`src/rtl/superreg_pkg.sv`:
```
// Shared types for the super-register command sequencer: op encodings, FSM states and the
// queued command record.
package superreg_pkg;

    // Widest repeat count a queued command can carry; CNT_W on the sequencer must not exceed it.
    localparam int unsigned CMD_CNT_W = 16;

    typedef enum logic [2:0] {
        OP_LOAD = 3'd0,
        OP_DEC  = 3'd1,
        OP_INC  = 3'd2,
        OP_SET  = 3'd3,
        OP_CLR  = 3'd4,
        OP_SHR  = 3'd5,
        OP_SHL  = 3'd6,
        OP_HOLD = 3'd7
    } op_e;

    typedef enum logic {
        StIdle,
        StRun
    } state_e;

    typedef struct packed {
        op_e                  op;
        logic [3:0]           data;
        logic [CMD_CNT_W-1:0] count;
    } cmd_t;

    // Returns {rsi, lsi} for step k of a command.
    function automatic logic [1:0] serial_bits(op_e op, logic [3:0] data, logic [1:0] k);
        logic [1:0] bits;
        bits = 2'b00;
        if (op == OP_SHR) bits[1] = data[k];
        if (op == OP_SHL) bits[0] = data[k];
        return bits;
    endfunction

endpackage

```
`src/rtl/superreg_sequencer_if.sv`:
```
// Command handshake and register-drive bundle between a host and superreg_sequencer.
interface superreg_sequencer_if #(
    parameter int unsigned CNT_W = 4
);
    logic             cmd_valid;
    logic             cmd_ready;
    logic [2:0]       cmd_op;
    logic [3:0]       cmd_data;
    logic [CNT_W-1:0] cmd_count;
    logic [2:0]       s;
    logic [3:0]       load;
    logic             rsi;
    logic             lsi;
    logic             busy;
    logic             last;

    modport master (
        output cmd_valid, cmd_op, cmd_data, cmd_count,
        input  cmd_ready, s, load, rsi, lsi, busy, last
    );

    modport slave (
        input  cmd_valid, cmd_op, cmd_data, cmd_count,
        output cmd_ready, s, load, rsi, lsi, busy, last
    );
endinterface

```
`src/rtl/superreg_cmd_fifo.sv`:
```
// Command queue of depth 1 or 2 with a registered head entry.
module superreg_cmd_fifo
    import superreg_pkg::*;
#(
    parameter int unsigned DEPTH = 1
) (
    input  logic       clk,
    input  logic       rst_n,
    input  logic       i_push,
    input  cmd_t       i_data,
    input  logic       i_pop,
    output cmd_t       o_head,
    output logic       o_full,
    output logic       o_empty,
    output logic [1:0] o_count
);

    cmd_t       r_head;
    cmd_t       r_tail;
    logic [1:0] r_count;
    logic [1:0] w_after_pop;

    assign w_after_pop = r_count - {1'b0, i_pop};

    // A push lands in the first slot left free after this cycle's pop.
    always_ff @(posedge clk or negedge rst_n) begin
        if (!rst_n) begin
            r_count <= 2'd0;
            r_head  <= '0;
            r_tail  <= '0;
        end else begin
            r_count <= w_after_pop + {1'b0, i_push};
            if (i_push && (w_after_pop == 2'd0)) begin
                r_head <= i_data;
            end else if (i_pop) begin
                r_head <= r_tail;
            end
            if (i_push && (w_after_pop == 2'd1)) begin
                r_tail <= i_data;
            end
        end
    end

    assign o_head  = r_head;
    assign o_full  = (r_count == 2'(DEPTH));
    assign o_empty = (r_count == 2'd0);
    assign o_count = r_count;

endmodule

```
`src/rtl/superreg_sequencer.sv`:
```
// Expands queued register commands into per-cycle mode selects for the 4-bit super register.
// Define SUPERREG_SEQ_FIFO_EN for a 2-deep queue (one command per cycle); default depth is 1.
module superreg_sequencer
    import superreg_pkg::*;
#(
    parameter int unsigned CNT_W = 4
) (
    input logic                 clk,
    input logic                 rst_n,
    superreg_sequencer_if.slave sq_if
);

`ifdef SUPERREG_SEQ_FIFO_EN
    localparam int unsigned QDepth = 2;
`else
    localparam int unsigned QDepth = 1;
`endif

    cmd_t             w_push_cmd;
    cmd_t             w_head;
    logic             w_push;
    logic             w_pop;
    logic             w_full;
    logic             w_empty;
    logic [1:0]       w_count;
    logic [1:0]       w_cnt_next;
    logic             w_run_next;
    logic             w_busy_next;
    logic [CNT_W-1:0] w_rep_inc;

    state_e           r_state;
    logic [CNT_W-1:0] r_rep;
    logic [CNT_W-1:0] r_lim;
    logic [2:0]       r_s;
    logic [3:0]       r_load;
    logic             r_rsi;
    logic             r_lsi;
    logic             r_last;
    logic             r_busy;

    assign w_push     = sq_if.cmd_valid & ~w_full;
    assign w_push_cmd = '{op: op_e'(sq_if.cmd_op), data: sq_if.cmd_data,
                          count: CMD_CNT_W'(sq_if.cmd_count)};

    superreg_cmd_fifo #(
        .DEPTH (QDepth)
    ) u_fifo (
        .clk     (clk),
        .rst_n   (rst_n),
        .i_push  (w_push),
        .i_data  (w_push_cmd),
        .i_pop   (w_pop),
        .o_head  (w_head),
        .o_full  (w_full),
        .o_empty (w_empty),
        .o_count (w_count)
    );

    // r_last is only ever set in RUN, so it marks the final cycle of the current command.
    assign w_pop       = ~w_empty & ((r_state == StIdle) | r_last);
    assign w_rep_inc   = r_rep + 1'b1;
    assign w_cnt_next  = w_count - {1'b0, w_pop} + {1'b0, w_push};
    assign w_run_next  = w_pop | ((r_state == StRun) & ~r_last);
    assign w_busy_next = w_run_next | (w_cnt_next != 2'd0);

    always_ff @(posedge clk or negedge rst_n) begin
        if (!rst_n) begin
            r_state <= StIdle;
            r_rep   <= '0;
            r_lim   <= '0;
            r_s     <= OP_HOLD;
            r_load  <= 4'h0;
            r_rsi   <= 1'b0;
            r_lsi   <= 1'b0;
            r_last  <= 1'b0;
            r_busy  <= 1'b0;
        end else begin
            r_busy <= w_busy_next;
            if (w_pop) begin
                r_state        <= StRun;
                r_rep          <= '0;
                r_lim          <= w_head.count[CNT_W-1:0];
                r_s            <= w_head.op;
                r_load         <= w_head.data;
                {r_rsi, r_lsi} <= serial_bits(w_head.op, w_head.data, 2'd0);
                r_last         <= (w_head.count == '0);
            end else if ((r_state == StRun) && r_last) begin
                r_state <= StIdle;
                r_s     <= OP_HOLD;
                r_rsi   <= 1'b0;
                r_lsi   <= 1'b0;
                r_last  <= 1'b0;
            end else if (r_state == StRun) begin
                r_rep          <= w_rep_inc;
                {r_rsi, r_lsi} <= serial_bits(op_e'(r_s), r_load, 2'(w_rep_inc));
                r_last         <= (w_rep_inc == r_lim);
            end
        end
    end

    assign sq_if.cmd_ready = ~w_full;
    assign sq_if.s         = r_s;
    assign sq_if.load      = r_load;
    assign sq_if.rsi       = r_rsi;
    assign sq_if.lsi       = r_lsi;
    assign sq_if.busy      = r_busy;
    assign sq_if.last      = r_last;

endmodule
```
`src/flat_wrapper.sv`:
```
// flat-port wrapper written by rule: the top's interface ports become plain ports
module superreg_sequencer_flat import superreg_pkg::*;
#(
    parameter int unsigned CNT_W = 4
)
  (clk, rst_n, sq_if_cmd_valid, sq_if_cmd_op, sq_if_cmd_data, sq_if_cmd_count, sq_if_cmd_ready, sq_if_s, sq_if_load, sq_if_rsi, sq_if_lsi, sq_if_busy, sq_if_last);
  superreg_sequencer_if #(.CNT_W(CNT_W)) sq_if_i ();
  input logic clk;
  input logic rst_n;
  input wire logic [$bits(sq_if_i.cmd_valid)-1:0] sq_if_cmd_valid;
  input wire logic [$bits(sq_if_i.cmd_op)-1:0] sq_if_cmd_op;
  input wire logic [$bits(sq_if_i.cmd_data)-1:0] sq_if_cmd_data;
  input wire logic [$bits(sq_if_i.cmd_count)-1:0] sq_if_cmd_count;
  output wire logic [$bits(sq_if_i.cmd_ready)-1:0] sq_if_cmd_ready;
  output wire logic [$bits(sq_if_i.s)-1:0] sq_if_s;
  output wire logic [$bits(sq_if_i.load)-1:0] sq_if_load;
  output wire logic [$bits(sq_if_i.rsi)-1:0] sq_if_rsi;
  output wire logic [$bits(sq_if_i.lsi)-1:0] sq_if_lsi;
  output wire logic [$bits(sq_if_i.busy)-1:0] sq_if_busy;
  output wire logic [$bits(sq_if_i.last)-1:0] sq_if_last;
  assign sq_if_i.cmd_valid = sq_if_cmd_valid;
  assign sq_if_i.cmd_op = sq_if_cmd_op;
  assign sq_if_i.cmd_data = sq_if_cmd_data;
  assign sq_if_i.cmd_count = sq_if_cmd_count;
  assign sq_if_cmd_ready = sq_if_i.cmd_ready;
  assign sq_if_s = sq_if_i.s;
  assign sq_if_load = sq_if_i.load;
  assign sq_if_rsi = sq_if_i.rsi;
  assign sq_if_lsi = sq_if_i.lsi;
  assign sq_if_busy = sq_if_i.busy;
  assign sq_if_last = sq_if_i.last;
  superreg_sequencer #(.CNT_W(CNT_W)) u_core (.clk(clk), .rst_n(rst_n), .sq_if(sq_if_i));
endmodule
```
`config.mk`:
```
export PLATFORM = sky130hd
export DESIGN_NAME = superreg_sequencer_flat
export DESIGN_NICKNAME = d
export VERILOG_FILES = /design/src/rtl/superreg_pkg.sv /design/src/rtl/superreg_sequencer_if.sv /design/src/rtl/superreg_cmd_fifo.sv /design/src/rtl/superreg_sequencer.sv /design/src/flat_wrapper.sv
export SDC_FILE = /design/constraint.sdc
export NUM_CORES = 1
export LEC_CHECK = 0
export ABC_AREA = 1
export CAP_MARGIN = 20
export CORE_MARGIN = 3
export CORE_UTILIZATION = 54
export CTS_BUF_LIST = sky130_fd_sc_hd__clkbuf_16
export DETAILED_ROUTE_END_ITERATION = 8
export PLACE_DENSITY = 0.81
export REMOVE_ABC_BUFFERS = 1
export SYNTH_ARGS = -nofsm -noshare
export SYNTH_HDL_FRONTEND = slang
export SYNTH_SLANG_ARGS = --single-unit
export TNS_END_PERCENT = 5
```
`constraint.sdc`:
```
create_clock -name clk -period 2.44 [get_ports clk]
set_input_delay 0.488 -clock clk [delete_from_list [all_inputs] [get_ports clk]]
set_output_delay 0.488 -clock clk [all_outputs]
set_load 0.02 [all_outputs]
```
== Word-level counts from Yosys, hierarchy flattened ==
Cells that the tools add are included.

* Output and inout port bits: 12
* Word-level logic and storage cells: 74
* Input bits: 14
* Register bits: 56

* Add/subtract/negate cells: 3
* $lt $le $gt $ge: 1
* Bitwise gates (word level): 10
* Equal/unequal tests: 8
* Mux-type cells: 24
* Reductions and logical operators: 12

{| class="wikitable"
|+ Operators with widths
! cell !! number
|-
| $mux 23 || 2
|-
| $logic_not 16->1 || 1
|-
| $mux 1 || 16
|-
| $eq 3x3->1 const B || 4
|-
| $mux 4 || 3
|-
| $reduce_bool 2->1 || 4
|-
| $mux 3 || 2
|-
| $add 4x1->4 const B || 1
|-
| $eq 2x1->1 const B || 2
|-
| $eq 4x4->1 || 1
|-
| $logic_not 2->1 || 2
|-
| $not 1->1 || 4
|-
| $and 1x1->1 || 3
|-
| $logic_and 1x1->1 || 3
|-
| $lt 2x3->1 const B || 1
|-
| $or 1x1->1 || 3
|-
| $reduce_bool 3->1 || 1
|-
| $add 2x1->2 || 1
|-
| $bmux 1 s2 || 1
|-
| $ne 2x2->1 const B || 1
|-
| $reduce_and 2->1 || 1
|-
| $sub 2x1->2 || 1
|}

== Logic depth before layout (Yosys ltp) ==
Gate-level depths: netlist (run 1).

* Depth after elaboration: 7
* Depth in mapped cells: 13
* Depth with buffers taken out: 11

== Cells and area by module ==
Synthesis (run 1) repeated with hierarchy kept, for this count alone.

* Cells, all modules: 475
* Area total of the unflattened synthesis: 3525.9 um^2

{| class="wikitable"
|+ By module, submodules not included
! module !! area each (um^2) !! cells each !! times used !! sequential area each (um^2)
|-
| superreg_cmd_fifo || 2399.8 || 317 || 1 || 1201.2
|-
| superreg_sequencer || 1126.1 || 158 || 1 || 504.2
|}

== Worst setup path before layout (run 1) ==
No wires, ideal clock.

* Kind: register to register
* Start point: register u_core.r_last (netlist: u_core.sq_if.last)
* End point: register u_core.u_fifo.r_head (netlist bit u_core.u_fifo.o_head[0])
* Cell stages (with the launch flop): 13
* Data required time: 2.310 ns
* Clock period less this slack: 2.060 ns
* Arrival: 1.930 ns
* Setup slack: 0.380 ns
* Path buffers: 3
* Setup time: 0.130 ns
* Path through: dfrtp_1 > nor2_1 > nor2_2 > buf_6 > buf_2 > ha_1 > inv_1 > nand2_1 > nand2_1 > nand3_2 > buf_6 > nand3_1 > o211ai_1

* Word-level cells in the longest chain between the ends: 6
* Elaborated cells between the ends (all ways): 7
* Classes of those cells: 1 x add/sub; 1 x mux; 2 x bitwise; 3 x reduce/logical

{| class="wikitable"
|+ RTL lines
! what !! RTL line !! text
|-
| start: declaration || superreg_sequencer.sv:38 || <nowiki>logic r_last;</nowiki>
|-
| start signal: assignment || superreg_sequencer.sv:86 || <nowiki>r_last <= (w_head.count == '0);</nowiki>
|-
| start signal: assignment || superreg_sequencer.sv:96 || <nowiki>r_last <= (w_rep_inc == r_lim);</nowiki>
|-
| $or 1x1->1 * || superreg_sequencer.sv:60 || <nowiki>assign w_pop = ~w_empty & ((r_state == StIdle) | r_last);</nowiki>
|-
| $and 1x1->1 * || superreg_sequencer.sv:60 ||
|-
| net u_core.u_fifo.i_pop || superreg_cmd_fifo.sv:11 || <nowiki>input logic i_pop,</nowiki>
|-
| $sub 2x1->2 || superreg_cmd_fifo.sv:23 || <nowiki>assign w_after_pop = r_count - {1'b0, i_pop};</nowiki>
|-
| $logic_not 2->1 || superreg_cmd_fifo.sv:33 || <nowiki>if (i_push && (w_after_pop == 2'd0)) begin</nowiki>
|-
| $logic_and 1x1->1 || superreg_cmd_fifo.sv:33 ||
|-
| $mux 23 / $reduce_bool 2->1 (equally long branches) || -- ||
|-
| end signal: assignment || superreg_cmd_fifo.sv:34 || <nowiki>r_head <= i_data;</nowiki>
|-
| end signal: assignment || superreg_cmd_fifo.sv:36 || <nowiki>r_head <= r_tail;</nowiki>
|-
| end: declaration || superreg_cmd_fifo.sv:18 || <nowiki>cmd_t r_head;</nowiki>
|}

The timed path passes the listed nets; every way through them passes the cells marked *.
A chain may end at the register's enable or synchronous reset.

== Worst setup path in the final report (run 1) ==
* Start point: register u_core.r_last (netlist: u_core.sq_if.last)
* End point: register u_core.u_fifo.r_head (netlist bit u_core.u_fifo.o_head[19])

* Word-level cells in the longest chain between the ends: 6
* Elaborated cells between the ends (all ways): 7
* Classes of those cells: 1 x add/sub; 1 x mux; 2 x bitwise; 3 x reduce/logical

{| class="wikitable"
|+ RTL lines
! what !! RTL line
|-
| $or 1x1->1 * || superreg_sequencer.sv:60
|-
| $and 1x1->1 * || superreg_sequencer.sv:60
|-
| $sub 2x1->2 || superreg_cmd_fifo.sv:23
|-
| $logic_not 2->1 || superreg_cmd_fifo.sv:33
|-
| $logic_and 1x1->1 || superreg_cmd_fifo.sv:33
|-
| $mux 23 / $reduce_bool 2->1 (equally long branches) || --
|}

Mark *: on every way between the ends. The rest lies on a longest branch, timed or not.

==> impl_metrics.toml, run 1 <==
[detailed_routing]
first_pass_iters = 4
via_count = 1669
antenna_left = 0
wl_per_cell_um = 13.0
route.detailed.drc = 0
via_per_inst = 5.28
drtIter0Drc = 175
drt_wl_total_mm = 4.10

[worst_hold_path]
hold_class = "input pin to asynchronous set/reset pin"

[floorplan]
initial_utilization = 0.592
die_x_um = 68.1
die_y_um = 68.1
core_area_um2 = 3520
die-area_um2 = 4640
rows = 21
io_pins = 26

[clock_tree]
clock-sinks = 44
cts_htree_levels = 2
cts_hold_buf = 0
cts_made_buffers = 5
clockRootBuffer = "clkbuf_16"
cts_buffer_depth = 2
cts.clk_slew.worst_paths_ps = 60
cts_tree = "done"
cts_resized = 0
postCtsSetupRepairBufs = 0
clk_latency_ps = 290

[global_routing]
gr-total-overflow = 0
grt_pass1_wl_mm = 7.46
antenna_found_initial = 0
grt_pass1_vias = 1643
grt_max_degree = 29
gr-usage-all-layers = 0.217

[critical_path]
rr_endpoint = "u_core.u_fifo.o_head[19]"
crit_type = "flip-flop to flip-flop"
cp-startpoint = "u_core.sq_if.last"
start_kind = "flip-flop"
reg2reg_from = "u_core.sq_if.last"
reg2reg_slack_ps = 310
crit_arrival_ps = 2290
crit_end = "u_core.u_fifo.o_head[19]"
required_ps = 2600
cp-end-kind = "flip-flop"
critPathMaxFanout = 27
rr_worst_depth = 9

[logic_synthesis]
yosysUniqueCellTypes = 27
syn_area_per_cell_um2 = 8.61
synthTopCellsByArea = "dfrtp_1 (49%), nand2_1 (9.5%), inv_1 (6.5%)"
yosysSeqAreaShare = 0.530
ys_warn_count = 0
synth_largest_area_cell = "dfrtp_1"
netlist_instances = 242
yosysTopAreaCellShare = 0.492
synth-seq-cells = 44
syn_area_um2 = 2080

[place]
hpwl_mm = 2.85
gp_congestion = 0.798
port_buffers = 25

[timing]
timing_hold_violations_final = 0
max_clock_freq_ghz = 0.470
min_period_ps = 2130
report.final.slew_viol_count = 0
skew_ps = 3.90
slew_headroom = 0.686
rsz0062_at_grt = "false"
finalCritPeriodShare = 0.873
tightest_slew_ps = 471
setup_violations = 0
whs_ps = 113
tns_ps = 0

[pwr]
leakage_nw = 1.23
power_density_nw_per_um2 = 1380
vdd_ir_drop_max_mv = 0.628

[job]
maxCapViolCount = 0

[final_layout]
drive_gt1_frac = 0.0889
final_common_cell = "nand2_1"
syn2layout_area_growth_pct = 20.6
final_nets = 286
diodes = 0
layout_common_cells = "nand2_1 (53), dfrtp_1 (41), inv_1 (37), nand3_1 (27), clkdlybuf4s50_1 (24)"

[run_status]
status = "complete, no violations"
## synth_stat cells, drive strengths merged
cell type and count:
dfstp 3, o21ai 21, dfrtp 41, o211ai 13
nand4 2, o22ai 1, nor3 1, inv 38
buf 8, ha 3, a31oi 1, nand2 56
nor2 15, clkbuf 1, nand3 28, xor2 1
a21oi 5, o22a 1, nand3b 2, a21boi 1
## where the power goes
part           internal (mW)  switching (mW)
Clock                  0.477           0.269
Combinational          0.568           0.835
Sequential              1.08           0.247
Total                   2.13            1.35
## flip-flops by register name, summed over array words and instances (netlist names)
name and cells:
u_core.u_fifo.o_count 2, u_core.r_state 1, u_core.u_fifo.o_head 11, u_core.sq_if.load 4
u_core.sq_if.rsi 1, u_core.r_rep 4, u_core.sq_if.s 3, u_core.sq_if.last 1
u_core.sq_if.busy 1, u_core.r_lim 4, u_core.u_fifo.r_tail 11, u_core.sq_if.lsi 1
## metrics by stage
step / setup slack, ps / util / total power [mW] / std cells / cell area, µm²
2_1_floorplan: 74.5 / - / 2.25 / 233 / 2020
3_3_place_gp: 404 / 0.668 / 2.68 / 308 / 2350
3_5_place_dp: 349 / 0.668 / 2.72 / 308 / 2350
4_1_cts: 329 / 0.714 / 3.50 / 316 / 2510
5_1_grt: 51.9 / 0.714 / 3.78 / 316 / 2510
6_report: 310 / 0.714 / 3.48 / 316 / 2510
## cell type report
cell class / instances / area (µm²)
Clock inverter: 3 / 38.8
Multi-Input combinational cell: 151 / 771
Sequential cell: 44 / 1100
Tap cell: 46 / 57.6
Fill cell: 270 / 1010
Clock buffer: 5 / 125
Timing Repair Buffer: 29 / 275
Inverter: 38 / 143
## layer usage
| metal | wire length, µm | vias to the layer above | track usage | part of all wire |
|---|---|---|---|---|
| met4 | 81 | 0 | 0.0993 | 0.020 |
| li1 | - | 840 | - | - |
| met3 | 183 | 8 | 0.0411 | 0.045 |
| met5 | 0 | - | 0 | 0 |
| met1 | 1880 | 781 | 0.296 | 0.46 |
| met2 | 1950 | 40 | 0.335 | 0.48 |
## worst max-delay path, stage by stage, from the launching register on
cell	delay, ps
dfrtp_1	400
nor2_1	290
nor2_2	70
ha_1	200
inv_1	50
nand2_1	40
nand2_1	130
nand3_2	400
nand2_1	290
o211ai_1	110
## worst min path at each step
stage,to,slack [ps]
after global routing,u_core.u_fifo.r_tail[20],140
final,u_core.u_fifo.r_tail[20],110
after CTS,u_core.u_fifo.r_tail[20],120
after floorplan,u_core.r_lim[0],190
after detailed placement,u_core.sq_if.load[3],430
after global placement,u_core.sq_if.load[3],420
## kinds of logic (layout without fill, tap and decap cells)
kind of cell | Yosys count | count (layout) | synth area share
AND/OR/NAND/NOR | 104 | 104 | 0.219
buffers and inverters | 47 | 75 | 0.100
flip-flops | 44 | 44 | 0.530
AO/OA/AOI/OAI | 43 | 43 | 0.128
adder cells (fa/ha/maj) | 3 | 3 | 0.0180
XOR/XNOR | 1 | 1 | 0.00420
Power figures use the tool's default switching activity.
==> run 2, diff against run 1 <==
CORE_ASPECT_RATIO = 0.7   (was unset)
CORE_UTILIZATION = 40   (was 54)
PLACE_DENSITY = 0.64   (was 0.81)
==> run 2 against run 1 <==
  * Via count down 4.4%
  * Critical path depth unchanged
  * Register-to-register slack better by 60 ps
  * Cell area up 0.85%
  * Die area up 32%
  * Non-clock buffer count down 1
  * Global-route usage down 6.2 points
  * First-iteration DRC count down 57%
  * Count of clock-buffer cells in the layout unchanged
  * Final cell count up 7.0%
  * Flip-flop and latch count unchanged
==> impl_metrics.toml, run 2 (synthesized netlist as in run 1, its figures left out) <==
[floorplan]
die_y_um = 66.4
die_x_um = 92.3
rows = 21
initial_utilization = 0.424
io_pins = 26
die-area_um2 = 6130
core_area_um2 = 4910

[pwr]
finalPower_mw = 3.48
pwr-share-seq = 0.383
vdd_ir_drop_max_mv = 0.414
pwr-share-clk = 0.214
leakage_nw = 1.22
swShare = 0.388
power_density_nw_per_um2 = 1370
p_sw_mw = 1.35
pwr-share-comb = 0.403
intPower_mw = 2.13

[global_routing]
gr-usage-all-layers = 0.154
grt_max_degree = 45
gr-total-overflow = 0
grt_pass1_wl_mm = 7.34
grt_pass1_vias = 1568
antenna_found_initial = 0

[critical_path]
reg2reg_slack_ps = 370
required_ps = 2600
rr_endpoint = "u_core.u_fifo.o_head[2]"
start_kind = "flip-flop"
cp-end-kind = "flip-flop"
rr_worst_depth = 9
critPathMaxFanout = 27
crit_arrival_ps = 2230
reg2reg_from = "u_core.u_fifo.o_count[0]"
crit_type = "flip-flop to flip-flop"

[clock_tree]
cts.clk_slew.worst_paths_ps = 60
postCtsSetupRepairBufs = 0
cts_buffer_depth = 2
clk_latency_ps = 280
cts_hold_buf = 0
clockRootBuffer = "clkbuf_16"
cts_made_buffers = 5
clock-sinks = 44
cts_tree = "done"
cts_resized = 0
cts_htree_levels = 2

[timing]
finalCritPeriodShare = 0.848
tns_ps = 0
setup_violations = 0
max_clock_freq_ghz = 0.483
skew_ps = 2.87
report.final.slew_viol_count = 0
tightest_slew_ps = 557
min_period_ps = 2070
timing_hold_violations_final = 0
whs_ps = 274
rsz0062_at_grt = "false"
slew_headroom = 0.629

[place]
port_buffers = 25
gp_congestion = 0.816
hpwl_mm = 2.95

[final_layout]
diodes = 0
final_common_cell = "nand2_1"
final_nets = 285
layout_common_cells = "nand2_1 (53), dfrtp_1 (41), inv_1 (37), nand3_1 (27), clkdlybuf4s50_1 (24)"
drive_gt1_frac = 0.0855
syn2layout_area_growth_pct = 21.7

[detailed_routing]
via_per_inst = 4.72
drt_wl_total_mm = 4.22
via_count = 1595
drtIter0Drc = 75
wl_per_cell_um = 12.5
antenna_left = 0
first_pass_iters = 4
route.detailed.drc = 0

[worst_hold_path]
hold_class = "input pin to asynchronous set/reset pin"

[job]
maxCapViolCount = 0

[run_status]
status = "complete, no violations"
## run 2: changes by cell type in the layout (fill, tap and decap cells not counted)
cell	change
buf_4	-1
## run 2: stage by stage
stage	std cells	utilization	area [µm²]	setup slack, ps
floorplan	233	-	2020	74.5
global placement	330	0.483	2370	394
detailed placement	330	0.483	2370	347
CTS	338	0.516	2540	332
global route	338	0.516	2540	108
finish	338	0.516	2540	371
## run 2: area by class of cell
type                            count  area, µm²
Timing Repair Buffer               28        268
Multi-Input combinational cell    151        771
Inverter                           38        143
Tap cell                           69       86.3
Fill cell                         484       2380
Sequential cell                    44       1100
Clock buffer                        5        125
Clock inverter                      3       38.8
## run 2: how the worst max path moves through the flow
stage / endpoint / startpoint / slack (ps) / cells after the start
6_report: u_core.u_fifo.o_head[2] / u_core.u_fifo.o_count[0] / 370 / 9
3_3_place_gp: u_core.u_fifo.o_head[21] / sq_if_cmd_valid / 390 / 5
4_1_cts: u_core.u_fifo.o_head[20] / u_core.sq_if.last / 330 / 9
5_1_grt: u_core.u_fifo.o_head[21] / u_core.sq_if.last / 110 / 9
3_5_place_dp: u_core.u_fifo.o_head[20] / sq_if_cmd_valid / 350 / 5
2_1_floorplan: u_core.u_fifo.o_head[19] / u_core.sq_if.last / 70 / 8
## run 2: metal layers
layer | vias to the layer above | part of all wire | global-route usage
li1 | 841 | - | -
met1 | 717 | 0.55 | 0.224
met2 | 31 | 0.39 | 0.221
met3 | 6 | 0.047 | 0.0546
met4 | 0 | 0.0081 | 0.0333
met5 | - | 0 | 0
## run 2: power groups by stage
stage | clock network [mW] | logic, mW | registers (mW)
3_3_place_gp | 0 | 1.39 | 1.33
3_5_place_dp | 0 | 1.41 | 1.34
6_report | 0.744 | 1.40 | 1.33
4_1_cts | 0.763 | 1.41 | 1.33
2_1_floorplan | 0 | 0.878 | 1.37
5_1_grt | 0.793 | 1.61 | 1.38
## run 2: critical path, stage by stage (launching register included)
cell and delay (ps):
dfrtp_1 440, nor2_2 230, nor2_2 70, ha_1 200
inv_1 50, nand2_1 40, nand2_1 120, nand3_2 390
nand2_1 290, o211ai_1 110
==> run 3, diff against run 2 <==
PLACE_DENSITY = 0.66   (was 0.64)
clock period = 1.9 ns   (was 2.44 ns; I/O delays follow)
==> run 3 against run 2 <==
  * Via count grew 3.4%
  * Global-route usage grew 0.14 points
  * Hold slack lost 210 ps
  * Critical path depth shrank 8
  * First-iteration DRC count is the same
  * Sequential power grew 28%
  * Die area is the same
  * Clock power grew 29%
  * Count of clock-buffer cells in the layout is the same
  * Highest routed layer unchanged
  * Flip-flop and latch count is the same
  * Register-to-register slack lost 230 ps
  * Largest power group unchanged
  * Cell area grew 2.3%
==> impl_metrics.toml, run 3 (synthesized netlist as in run 1, its figures left out) <==
[critical_path]
reg2reg_from = "u_core.u_fifo.o_count[0]"
cp-end-kind = "primary output"
rr_worst_depth = 10
crit_type = "flip-flop to primary output"
cp_top_family = "buffers and inverters"
crit_arrival_ps = 1450
slowest_delay_ps = 600
required_ps = 1520
start_kind = "flip-flop"
cp_cell_sequence = "clkdlybuf4s50_1"
critPathMaxFanout = 4
slowest_stage = "clkdlybuf4s50_1"
reg2reg_slack_ps = 140
rr_endpoint = "u_core.u_fifo.o_head[19]"
crit_buf_inv = 1

[floorplan]
rows = 21
initial_utilization = 0.424
die-area_um2 = 6130
die_y_um = 66.4
die_x_um = 92.3
core_area_um2 = 4910
io_pins = 26

[run_status]
status = "complete, no violations"

[global_routing]
gr-total-overflow = 0
grt_pass1_vias = 1505
antenna_found_initial = 0
grt_pass1_wl_mm = 7.22
gr-usage-all-layers = 0.156
grt_max_degree = 45

[clock_tree]
postCtsSetupRepairBufs = 0
cts_hold_buf = 0
clk_latency_ps = 290
clockRootBuffer = "clkbuf_16"
cts_htree_levels = 2
cts_buffer_depth = 2
cts_made_buffers = 5
cts_tree = "done"
cts.clk_slew.worst_paths_ps = 60
clock-sinks = 44

[timing]
max_clock_freq_ghz = 0.548
setup_violations = 0
skew_ps = 6.07
slew_headroom = 0.745
tightest_slew_ps = 383
timing_hold_violations_final = 0
rsz0062_at_grt = "false"
report.final.slew_viol_count = 0
finalCritPeriodShare = 0.961
min_period_ps = 1830
tns_ps = 0

[pwr]
vdd_ir_drop_max_mv = 0.598
pwr-share-comb = 0.416
swShare = 0.385
pwr-share-clk = 0.211
p_sw_mw = 1.75
power_density_nw_per_um2 = 1750
leakage_nw = 1.25
pwr-share-seq = 0.374
intPower_mw = 2.79

[detailed_routing]
drt_wl_total_mm = 4.30
via_per_inst = 4.84
first_pass_iters = 4
route.detailed.drc = 0
via_count = 1649
wl_per_cell_um = 12.6
antenna_left = 0
drtIter0Drc = 75

[job]
maxCapViolCount = 0

[final_layout]
final_nets = 288
diodes = 0
layout_common_cells = "nand2_1 (53), dfrtp_1 (40), inv_1 (37), nand3_1 (27), clkdlybuf4s50_1 (23)"
drive_gt1_frac = 0.103
postLayoutCellArea_um2 = 2590
syn2layout_area_growth_pct = 24.5
final.fill_count = 454
final_common_cell = "nand2_1"

[place]
gp_congestion = 0.817
port_buffers = 25
placed_cell_area_um2 = 2410
hpwl_mm = 3.00

[worst_hold_path]
hold_class = "input pin to asynchronous set/reset pin"
[run 3: cell types whose count changed in the layout (fill, tap and decap cells not counted), sizes merged]
cell	before	now
buf	4	7
clkdlybuf4s50	24	23
dlymetal6s2s	0	1
[run 3: metrics by stage]
step | power (mW) | cells | hold WS [ps] | worst slack (ps) | util
4_1_cts | 4.55 | 341 | 77.0 | 58.4 | 0.524
3_3_place_gp | 3.53 | 333 | 373 | 98.1 | 0.490
5_1_grt | 4.92 | 341 | 86.7 | 19.4 | 0.528
2_1_floorplan | 2.89 | 233 | 84.4 | -466 | -
6_report | 4.54 | 341 | 61.6 | 74.9 | 0.528
3_5_place_dp | 3.57 | 333 | 375 | 13.4 | 0.490
[run 3: worst max path at each step]
| stage | startpoint | endpoint | slack (ps) | cells after the start |
|---|---|---|---|---|
| detailed placement | u_core.u_fifo.o_count[0] | u_core.u_fifo.o_head[19] | 10 | 9 |
| floorplan | u_core.sq_if.last | u_core.u_fifo.o_head[19] | -470 | 8 |
| finish | u_core.sq_if.s[2] | sq_if_s[2] | 70 | 1 |
| global route | u_core.u_fifo.o_count[0] | u_core.u_fifo.o_head[19] | 20 | 9 |
| CTS | u_core.u_fifo.o_count[1] | sq_if_cmd_ready | 60 | 3 |
| global placement | u_core.u_fifo.o_count[0] | u_core.u_fifo.o_head[20] | 100 | 9 |
[run 3: power by group through the flow]
stage	Combinational [mW]	Sequential (mW)	Clock, mW
2_1_floorplan	1.13	1.76	0
3_3_place_gp	1.84	1.69	0
3_5_place_dp	1.88	1.70	0
4_1_cts	1.89	1.69	0.974
5_1_grt	2.14	1.76	1.01
6_report	1.89	1.70	0.957
[run 3: what timing repair did]
item                                    CTS  global route
pin swaps                                 0             0
endpoints found under the setup margin    1             7
resized for setup                         1             6
[run 3: area by class of cell]
cell class	count	area (µm²)	share of cell area
sequential	44	1110	0.426
multi-input combinational	151	778	0.300
timing repair buffer	31	318	0.122
inverter	38	143	0.0550
clock buffer	5	125	0.0482
tap	69	86.3	0.0333
clock inverter	3	38.8	0.0149
[run 3: metal layers]
| metal | GRT usage | share of wire | wire length, µm | vias to the layer above |
|---|---|---|---|---|
| li1 | - | - | - | 848 |
| met1 | 0.230 | 0.52 | 2210 | 749 |
| met2 | 0.213 | 0.41 | 1750 | 44 |
| met3 | 0.0444 | 0.064 | 275 | 8 |
| met4 | 0.0611 | 0.014 | 60 | 0 |
| met5 | 0 | 0 | 0 | - |
